**src/rtl/mips_pkg.sv**
```systemverilog
// rtl/mips_pkg.sv - opcode, ALU and forwarding encodings shared by the MIPS pipeline control path
package mips_pkg;
    localparam logic [5:0] OP_RTYPE = 6'h00;
    localparam logic [5:0] OP_LW    = 6'h23;
    localparam logic [5:0] OP_SW    = 6'h2B;
    localparam logic [5:0] OP_ADDI  = 6'h08;
    localparam logic [5:0] OP_BEQ   = 6'h04;

    localparam logic [5:0] ALU_ADD  = 6'h20;
    localparam logic [5:0] ALU_SUB  = 6'h22;

    localparam logic [1:0] FWD_REG  = 2'b00;
    localparam logic [1:0] FWD_MEM  = 2'b10;
    localparam logic [1:0] FWD_WB   = 2'b01;

    // One-bit control fields produced in ID; uses_rt marks instructions that read rt as a source.
    typedef struct packed {
        logic alu_src;
        logic r_data;
        logic w_data;
        logic mem_to_reg;
        logic w_reg;
        logic branch;
        logic uses_rt;
        logic illegal;
    } ctrl_t;
endpackage

```
**src/rtl/mips_decoder.sv**
```systemverilog
// rtl/mips_decoder.sv - combinational ID-stage decode of op/funct into the control bundle
module mips_decoder
    import mips_pkg::*;
#(
    parameter int OP_W     = 6,
    parameter int REG_AW   = 5,
    parameter int ALU_OP_W = 6
) (
    input  logic [OP_W-1:0]     op_i,
    input  logic [OP_W-1:0]     funct_i,
    input  logic [REG_AW-1:0]   rt_i,
    input  logic [REG_AW-1:0]   rd_i,
    output logic [ALU_OP_W-1:0] alu_op_o,
    output logic [REG_AW-1:0]   dst_o,
    output ctrl_t               ctrl_o
);
    always_comb begin
        alu_op_o = '0;
        dst_o    = '0;
        ctrl_o   = '0;
        case (op_i)
            OP_W'(OP_RTYPE): begin
                alu_op_o       = ALU_OP_W'(funct_i);
                dst_o          = rd_i;
                ctrl_o.w_reg   = 1'b1;
                ctrl_o.uses_rt = 1'b1;
            end
            OP_W'(OP_LW): begin
                alu_op_o          = ALU_OP_W'(ALU_ADD);
                dst_o             = rt_i;
                ctrl_o.alu_src    = 1'b1;
                ctrl_o.r_data     = 1'b1;
                ctrl_o.mem_to_reg = 1'b1;
                ctrl_o.w_reg      = 1'b1;
            end
            OP_W'(OP_SW): begin
                alu_op_o       = ALU_OP_W'(ALU_ADD);
                ctrl_o.alu_src = 1'b1;
                ctrl_o.w_data  = 1'b1;
                ctrl_o.uses_rt = 1'b1;
            end
            OP_W'(OP_ADDI): begin
                alu_op_o       = ALU_OP_W'(ALU_ADD);
                dst_o          = rt_i;
                ctrl_o.alu_src = 1'b1;
                ctrl_o.w_reg   = 1'b1;
            end
            OP_W'(OP_BEQ): begin
                alu_op_o       = ALU_OP_W'(ALU_SUB);
                ctrl_o.branch  = 1'b1;
                ctrl_o.uses_rt = 1'b1;
            end
            default: ctrl_o.illegal = 1'b1;
        endcase
        // r0 is hardwired: a zero destination is never a writer, so it never forwards or stalls
        if (dst_o == '0) ctrl_o.w_reg = 1'b0;
    end
endmodule

```
**src/rtl/mips_pipe_ctrl.sv**
```systemverilog
// rtl/mips_pipe_ctrl.sv - pipelined EX/MEM/WB control with stall, flush and forwarding selection
module mips_pipe_ctrl
    import mips_pkg::*;
#(
    parameter int REG_AW   = 5,
    parameter int OP_W     = 6,
    parameter int ALU_OP_W = 6,
    parameter int CNT_W    = 16,
    parameter int FWD_EN   = 1
) (
    input  logic                clk,
    input  logic                rst,
    input  logic [OP_W-1:0]     op,
    input  logic [OP_W-1:0]     funct,
    input  logic [REG_AW-1:0]   id_rs,
    input  logic [REG_AW-1:0]   id_rt,
    input  logic [REG_AW-1:0]   id_rd,
    input  logic                zero,
    input  logic                dmem_ready,
    output logic                pc_write,
    output logic                ifid_write,
    output logic                ifid_flush,
    output logic                branch_taken,
    output logic [ALU_OP_W-1:0] alu_op,
    output logic                alu_src,
    output logic [1:0]          fwd_a,
    output logic [1:0]          fwd_b,
    output logic                r_data,
    output logic                w_data,
    output logic                w_reg,
    output logic [REG_AW-1:0]   wb_dst,
    output logic                mem_to_reg,
    output logic                illegal_op,
    output logic [CNT_W-1:0]    stall_cnt
);
    typedef struct packed {
        logic                valid;
        logic                alu_src;
        logic                r_data;
        logic                w_data;
        logic                mem_to_reg;
        logic                w_reg;
        logic                branch;
        logic [ALU_OP_W-1:0] alu_op;
        logic [REG_AW-1:0]   dst;
        logic [REG_AW-1:0]   rs;
        logic [REG_AW-1:0]   rt;
    } ex_t;

    typedef struct packed {
        logic              valid;
        logic              r_data;
        logic              w_data;
        logic              mem_to_reg;
        logic              w_reg;
        logic [REG_AW-1:0] dst;
    } mem_t;

    typedef struct packed {
        logic              valid;
        logic              mem_to_reg;
        logic              w_reg;
        logic [REG_AW-1:0] dst;
    } wb_t;

    logic [ALU_OP_W-1:0] id_alu_op;
    logic [REG_AW-1:0]   id_dst;
    ctrl_t               id_ctrl;

    mips_decoder #(.OP_W(OP_W), .REG_AW(REG_AW), .ALU_OP_W(ALU_OP_W)) u_decoder (
        .op_i    (op),
        .funct_i (funct),
        .rt_i    (id_rt),
        .rd_i    (id_rd),
        .alu_op_o(id_alu_op),
        .dst_o   (id_dst),
        .ctrl_o  (id_ctrl)
    );

    ex_t              ex_q, ex_d;
    mem_t             mem_q, mem_d;
    wb_t              wb_q, wb_d;
    logic             wb_hold_q, wb_hold_d;
    logic             ill_q, ill_d;
    logic [CNT_W-1:0] cnt_q, cnt_d;

    logic mem_stall, branch, ex_hit, mem_hit, hazard, data_stall;

    always_comb begin
        mem_stall  = mem_q.valid & (mem_q.r_data | mem_q.w_data) & ~dmem_ready;
        branch     = ex_q.valid & ex_q.branch & zero & ~mem_stall;
        ex_hit     = ex_q.valid & ex_q.w_reg &
                     ((ex_q.dst == id_rs) | ((ex_q.dst == id_rt) & id_ctrl.uses_rt));
        mem_hit    = mem_q.valid & mem_q.w_reg &
                     ((mem_q.dst == id_rs) | ((mem_q.dst == id_rt) & id_ctrl.uses_rt));
        hazard     = (FWD_EN != 0) ? (ex_hit & ex_q.r_data) : (ex_hit | mem_hit);
        data_stall = hazard & ~branch & ~mem_stall;
    end

    always_comb begin
        fwd_a = FWD_REG;
        fwd_b = FWD_REG;
        if ((FWD_EN != 0) && ex_q.valid) begin
            if (mem_q.valid & mem_q.w_reg & ~mem_q.r_data & (mem_q.dst == ex_q.rs)) fwd_a = FWD_MEM;
            else if (wb_q.valid & wb_q.w_reg & (wb_q.dst == ex_q.rs))               fwd_a = FWD_WB;
            if (mem_q.valid & mem_q.w_reg & ~mem_q.r_data & (mem_q.dst == ex_q.rt)) fwd_b = FWD_MEM;
            else if (wb_q.valid & wb_q.w_reg & (wb_q.dst == ex_q.rt))               fwd_b = FWD_WB;
        end
    end

    always_comb begin
        ex_d      = ex_q;
        mem_d     = mem_q;
        wb_d      = wb_q;
        ill_d     = 1'b0;
        wb_hold_d = mem_stall;
        cnt_d     = cnt_q;
        if (!mem_stall) begin
            wb_d  = '{valid: mem_q.valid, mem_to_reg: mem_q.mem_to_reg, w_reg: mem_q.w_reg, dst: mem_q.dst};
            mem_d = '{valid: ex_q.valid, r_data: ex_q.r_data, w_data: ex_q.w_data,
                      mem_to_reg: ex_q.mem_to_reg, w_reg: ex_q.w_reg, dst: ex_q.dst};
            if (branch || data_stall) begin
                ex_d.valid = 1'b0;
            end else begin
                ex_d  = '{valid: ~id_ctrl.illegal, alu_src: id_ctrl.alu_src, r_data: id_ctrl.r_data,
                          w_data: id_ctrl.w_data, mem_to_reg: id_ctrl.mem_to_reg, w_reg: id_ctrl.w_reg,
                          branch: id_ctrl.branch, alu_op: id_alu_op, dst: id_dst, rs: id_rs, rt: id_rt};
                ill_d = id_ctrl.illegal;
            end
        end
        if (!pc_write && (cnt_q != '1)) cnt_d = cnt_q + 1'b1;
    end

    always_ff @(posedge clk or posedge rst) begin
        if (rst) begin
            ex_q      <= '0;
            mem_q     <= '0;
            wb_q      <= '0;
            wb_hold_q <= 1'b0;
            ill_q     <= 1'b0;
            cnt_q     <= '0;
        end else begin
            ex_q      <= ex_d;
            mem_q     <= mem_d;
            wb_q      <= wb_d;
            wb_hold_q <= wb_hold_d;
            ill_q     <= ill_d;
            cnt_q     <= cnt_d;
        end
    end

    // A WB entry held by a memory stall has already written once; suppress the repeat.
    assign pc_write     = ~(mem_stall | data_stall);
    assign ifid_write   = ~(mem_stall | data_stall);
    assign ifid_flush   = branch;
    assign branch_taken = branch;
    assign alu_op       = ex_q.valid ? ex_q.alu_op : '0;
    assign alu_src      = ex_q.valid & ex_q.alu_src;
    assign r_data       = mem_q.valid & mem_q.r_data;
    assign w_data       = mem_q.valid & mem_q.w_data;
    assign w_reg        = wb_q.valid & wb_q.w_reg & ~wb_hold_q;
    assign wb_dst       = wb_q.valid ? wb_q.dst : '0;
    assign mem_to_reg   = wb_q.valid & wb_q.mem_to_reg;
    assign illegal_op   = ill_q;
    assign stall_cnt    = cnt_q;
endmodule
```
**config.mk**
```make
export PLATFORM = sky130hd
export DESIGN_NAME = mips_pipe_ctrl
export DESIGN_NICKNAME = d
export VERILOG_FILES = /design/src/rtl/mips_pkg.sv /design/src/rtl/mips_decoder.sv /design/src/rtl/mips_pipe_ctrl.sv
export SDC_FILE = /design/constraint.sdc
export NUM_CORES = 1
export LEC_CHECK = 0
export CAP_MARGIN = 5
export CORE_UTILIZATION = 50
export DETAILED_ROUTE_END_ITERATION = 8
export GPL_ROUTABILITY_DRIVEN = 0
export HOLD_SLACK_MARGIN = 0.15
export PLACE_DENSITY = 0.88
export SYNTH_ARGS = -nofsm -noshare
export SYNTH_HDL_FRONTEND = slang
export SYNTH_SLANG_ARGS = --single-unit
```
**constraint.sdc**
```tcl
create_clock -name clk -period 2.45 [get_ports clk]
set_input_delay 0.3675 -clock clk [delete_from_list [all_inputs] [get_ports clk]]
set_output_delay 0.3675 -clock clk [all_outputs]
set_load 0.01 [all_outputs]
```
Yosys cells after proc, flatten, opt, wreduce, memory -nomap -nowiden
Index checks and enable logic that the tools add are counted.
Storage, ports and cells
  bits in registers: 62
  input bits: 31
  output and inout port bits: 41
Cells by class
  add/sub/neg operators: 1
  equality and inequality tests: 11
  mux-type cells: 21
  bitwise gates (word level): 33
  reductions and logical operators: 10
Operators with widths (number)
  == test 5 bit: 6
  AND 1 bit: 23
  case mux 6 bit (3 select lines): 1
  adder 16 x 1 -> 16 bit (second input constant): 1
  inequality test 16 bit (second input constant): 1
  2-to-1 mux 1 bit: 13
  == test 6 bit (second input constant): 2
  case mux 5 bit (2 select lines): 1
  OR reduction 3 bit: 3
  2-to-1 mux 2 bit: 4
  inverter 1 bit: 7
  == test 6 x 3 -> 1 bit (second input constant): 1
  == test 6 x 4 -> 1 bit (second input constant): 1
  zero test 6 bit: 1
  2-to-1 mux 6 bit: 1
  zero test 5 bit: 1
  2-to-1 mux 5 bit: 1
  OR reduction 5 bit: 1
  OR 1 bit: 3
  AND reduction 2 bit: 1
  OR reduction 2 bit: 1
  logical AND 1 bit: 1
  logical OR 1 bit: 1

Longest topological paths before layout
  word-level depth: 12
  mapped depth: 9
  gate-level depth less buffers: 7

By module
A second synthesis with hierarchy kept.
Unflattened totals
  cells, all modules: 327
  area total of the unflattened synthesis: 3477.1 sq um
Modules (own cells, without submodules)
  mips_pipe_ctrl: times used 1, cells each 293, area an instance 3238.1 sq um, sequential area each 1601.5 sq um
  mips_decoder: times used 1, cells each 34, area an instance 239.0 sq um, sequential area each 0.0 sq um

Worst setup path after synthesis
OpenSTA, ideal clock, no wires.
  kind: input port to output port
  from: input port op[5]
  to: output port pc_write
  arrival: 1599 ps
  data required time: 2082 ps
  slack: 483 ps
  stages on the path: 7
  buffers on the path: 3
  cells stage by stage: or3_4 nor3_4 nor2_1 o21a_1 buf_6 buf_6 buf_4
On the way
  longest elaborated chain between the ends: 11
RTL lines
  start, declared: RTL line mips_pipe_ctrl.sv:13  | input logic [OP_W-1:0] op,
  == test 6 bit, or another cell as far along: RTL line mips_decoder.sv:21  | case (op_i)
  OR reduction 3 bit (no line) *
  2-to-1 mux 1 bit *: RTL line mips_decoder.sv:21
  AND 1 bit *: RTL line mips_pipe_ctrl.sv:93  | ((ex_q.dst == id_rs) | ((ex_q.dst == id_rt) & id_ctrl.uses_rt));
  OR 1 bit *: RTL line mips_pipe_ctrl.sv:93
  AND 1 bit *: RTL line mips_pipe_ctrl.sv:92  | ex_hit = ex_q.valid & ex_q.w_reg &
  AND 1 bit *: RTL line mips_pipe_ctrl.sv:96  | hazard = (FWD_EN != 0) ? (ex_hit & ex_q.r_data) : (ex_hit | mem_hit);
  AND 1 bit * (2 in a row): RTL line mips_pipe_ctrl.sv:97  | data_stall = hazard & ~branch & ~mem_stall;
  OR 1 bit *
  inverter 1 bit *
  end, declared: RTL line mips_pipe_ctrl.sv:20  | output logic pc_write,
Every way passes the cells marked *; elsewhere a longest branch is shown, timed or not.

==> out/metrics.yaml <==
cts_made_buffers: 9
power_frac_clock_pct: 44.1
syn_area_mm2: 0.00321
layout_min_cycle_time_ps: 2390
start_util_pct: 53.0
ios: 72
rows: 28
grt_usage_pct: 25.8
htree_levels: 3
vias: 2689
ys_ff_latch: 62
setup_violations: 0
drc: 0
async_reset_ff_share_pct: 100
synthFlopType: "dfrtp_1"
wire_per_inst_um: 16.4
grt_overflow_total: 0
period_share_pct: 97.4
p_sw_w: 0.000502
p_seq_share_pct: 47.2
cts_tree: "built"
first_pass_iters: 4
switching_share_pct: 22.0
cts.sinks: 62
cts-root-buf: "clkbuf_8"
utilization_pct: 73.4
start_kind: "flop"
holdBufCountCts: 0
final_nets: 431
dp_hpwl_um: 5500
core_area_mm2: 0.00606
syn2layout_area_growth_pct: 38.6
antenna_cells: 0
fp.dieW_um: 82.1
clock_skew_ps: 8.02
yosys_warnings: 0
drv_cap: 0
grt_max_degree: 40
die_h_um: 82.1
cpMaxStageDelayCell: "or4_4"
crit_chain: "nand3b_1 -> or4_4 -> nor3_4 -> nor4_1 -> dlygate4sd2_1"
p_comb_share_pct: 8.7
max_slew.worst_pin.slew_ps: 516
hold_class: "in2async"
clk_pin_slew_worst_paths_ps: 70
portBuffers: 71
drive_gt1_share_pct: 21.1
first_iter_violations: 131
required_ps: 2080
outcome: "finished, final reports clean"
ir_worst_vdd_uv: 345
total_power_w: 0.00228
power.density_mw_per_mm2: 513
drv_slew: 0
critical_path.max_fanout: 2
antenna_left: 0
synth_nets: 330
finalHoldViolCount: 0
synth_seq_area_share_pct: 48.3
yosysUniqueCellTypes: 45
viasPerCell: 5.63
syn_avg_cell_area_um2: 10.8
synthCells: 298
cts_buffer_depth: 2
power_leakage_nw: 2.04
synth-edff-count: 0
slowest_delay_ps: 570
grt_pass1_vias: 2698
grt_pass1_wl_um: 12800
die_area_mm2: 0.00675
rsz0062_at_grt: "yes"
power.internal_w: 0.00178
fmax_ghz: 0.419
crit_arrival_ps: 2020
crit_path_end_kind: "output port"
critPathKind: "reg2out"
slew_headroom_pct: 65.6
worstSkewPairLatency_ps: 340
antenna_found_initial: 0
finalWirelength_um: 7860
cell type report:
| type | count | area [um^2] |
|---|---|---|
| Clock inverter | 3 | 67.6 |
| Fill cell | 401 | 1610 |
| Clock buffer | 12 | 155 |
| Sequential cell | 62 | 1550 |
| Timing Repair Buffer | 102 | 968 |
| Multi-Input combinational cell | 215 | 1580 |
| Tap cell | 75 | 93.8 |
| Inverter | 9 | 33.8 |
timing repair:
action / 4_1_cts / 5_1_grt
endpoints found under the hold margin: 0 / 0
buffers inserted: 5 / 0
pin swaps: 0 / 3
gates resized for setup: 9 / 7
setup endpoints to repair: 6 / 5
placed cells by master (no fill, tap or decap), types with 2 or more instances in the layout:
master / instances
clkdlybuf4s50_1: 64
dfrtp_1: 62
xor2_1: 34
buf_4: 28
mux2_2: 19
nor2_1: 18
and2_1: 16
nand2_1: 15
nand3_1: 13
clkbuf_8: 11
xnor2_1: 10
o21ai_0: 10
nand4_1: 8
a21oi_1: 8
inv_1: 8
nor3_1: 6
mux2_1: 6
nor3_2: 5
or4_1: 5
a22oi_1: 5
nor4_2: 4
dlygate4sd2_1: 4
a31oi_1: 3
nor4_1: 3
buf_12: 3
nor3_4: 2
o21a_1: 2
nor2_2: 2
or2_2: 2
nand2b_1: 2
bufinv_16: 2
clkbuf_2: 2
worst max-delay path: cells and delay by family (launching register included):
kind / cells / cell delay, ps
and+or+nand+nor: 4 / 1030
DFF: 1 / 380
buffers and inverters: 1 / 280
cells by family after synthesis:
| kind of cell | after synthesis | synth area share (%) |
|---|---|---|
| and+or+nand+nor | 110 | 20.4 |
| DFF | 62 | 48.3 |
| AOI/OAI and AO/OA | 35 | 6.86 |
| xor gates and xnor gates | 44 | 12.0 |
| adders and majority gates | 1 | 0.390 |
| muxes | 25 | 8.77 |
| buffers and inverters | 21 | 3.27 |
cells in the mapped netlist, types with 2 or more instances:
| cell | number | area, um^2 |
|---|---|---|
| dfrtp_1 | 62 | 1550 |
| xor2_1 | 34 | 298 |
| mux2_2 | 19 | 214 |
| nor2_1 | 18 | 67.6 |
| and2_1 | 16 | 100 |
| nand2_1 | 15 | 56.3 |
| nand3_1 | 13 | 65.1 |
| o21ai_0 | 10 | 50.1 |
| xnor2_1 | 10 | 87.6 |
| inv_1 | 9 | 33.8 |
| a21oi_1 | 8 | 40.0 |
| nand4_1 | 8 | 50.1 |
| nor3_1 | 8 | 40.0 |
| mux2_1 | 6 | 67.6 |
| or4_1 | 6 | 45.0 |
| a22oi_1 | 5 | 37.5 |
| clkbuf_1 | 4 | 15.0 |
| nor3_2 | 4 | 40.0 |
| nor4_2 | 4 | 50.1 |
| a31oi_1 | 3 | 18.8 |
| buf_2 | 3 | 15.0 |
| nor4_1 | 3 | 18.8 |
| buf_4 | 2 | 15.0 |
| buf_6 | 2 | 22.5 |
| nand2b_1 | 2 | 12.5 |
| nor2_2 | 2 | 12.5 |
| nor4b_1 | 2 | 17.5 |
| o21a_1 | 2 | 15.0 |
| or2_2 | 2 | 12.5 |
state kept, by name, indices dropped and copies added (netlist names):
name,count
stall_cnt,16
illegal_op,1
wb_q,8
mem_q,9
ex_q,27
wb_hold_q,1
power by group through the flow:
| stage | sequential (W) | clock, W | combinational [W] |
|---|---|---|---|
| 6_report | 0.00108 | 0.00101 | 0.000198 |
| 2_1_floorplan | 0.00109 | 0 | 0.0000726 |
| 4_1_cts | 0.00108 | 0.00101 | 0.000197 |
| 5_1_grt | 0.00108 | 0.00106 | 0.000216 |
| 3_3_place_gp | 0.00110 | 0 | 0.000183 |
| 3_5_place_dp | 0.00110 | 0 | 0.000188 |
per-stage QoR:
step	setup slack, ps	hold WS (ps)	std cells	setup TNS (ps)	instance area, um^2
6_report	63.9	387	478	0	4450
5_1_grt	-21.0	452	478	-39.4	4450
4_1_cts	41.6	401	478	0	4450
3_5_place_dp	-209	489	458	-1550	4180
3_3_place_gp	-85.7	465	458	-199	4180
2_1_floorplan	483	441	298	0	3210
final timing paths:
kind / end / slack, ps / cells past startpoint / start
worst max-delay path: fwd_b[0] / 60 / 5 / mem_q[6]$_DFFE_PP0N_
worst max register to register: stall_cnt[1]$_DFFE_PP0P_ / 390 / 5 / stall_cnt[3]$_DFFE_PP0P_
worst min-delay path: stall_cnt[8]$_DFFE_PP0P_ / 390 / 2 / rst
worst min register to register: stall_cnt[10]$_DFFE_PP0P_ / 510 / 1 / stall_cnt[10]$_DFFE_PP0P_
max in group asynchronous: ex_q[15]$_DFFE_PP0P_ / 1490 / 3 / rst
min in group clk: stall_cnt[10]$_DFFE_PP0P_ / 510 / 1 / stall_cnt[10]$_DFFE_PP0P_
per-layer routing:
metal,track usage (%),vias to the layer above,part of all wire [%]
met5,0,-,0
met4,14.0,0,2.9
met3,5.71,22,5.1
met2,41.0,98,49
met1,32.8,1323,43
li1,-,1246,-
(Power assumes the default switching activity.)
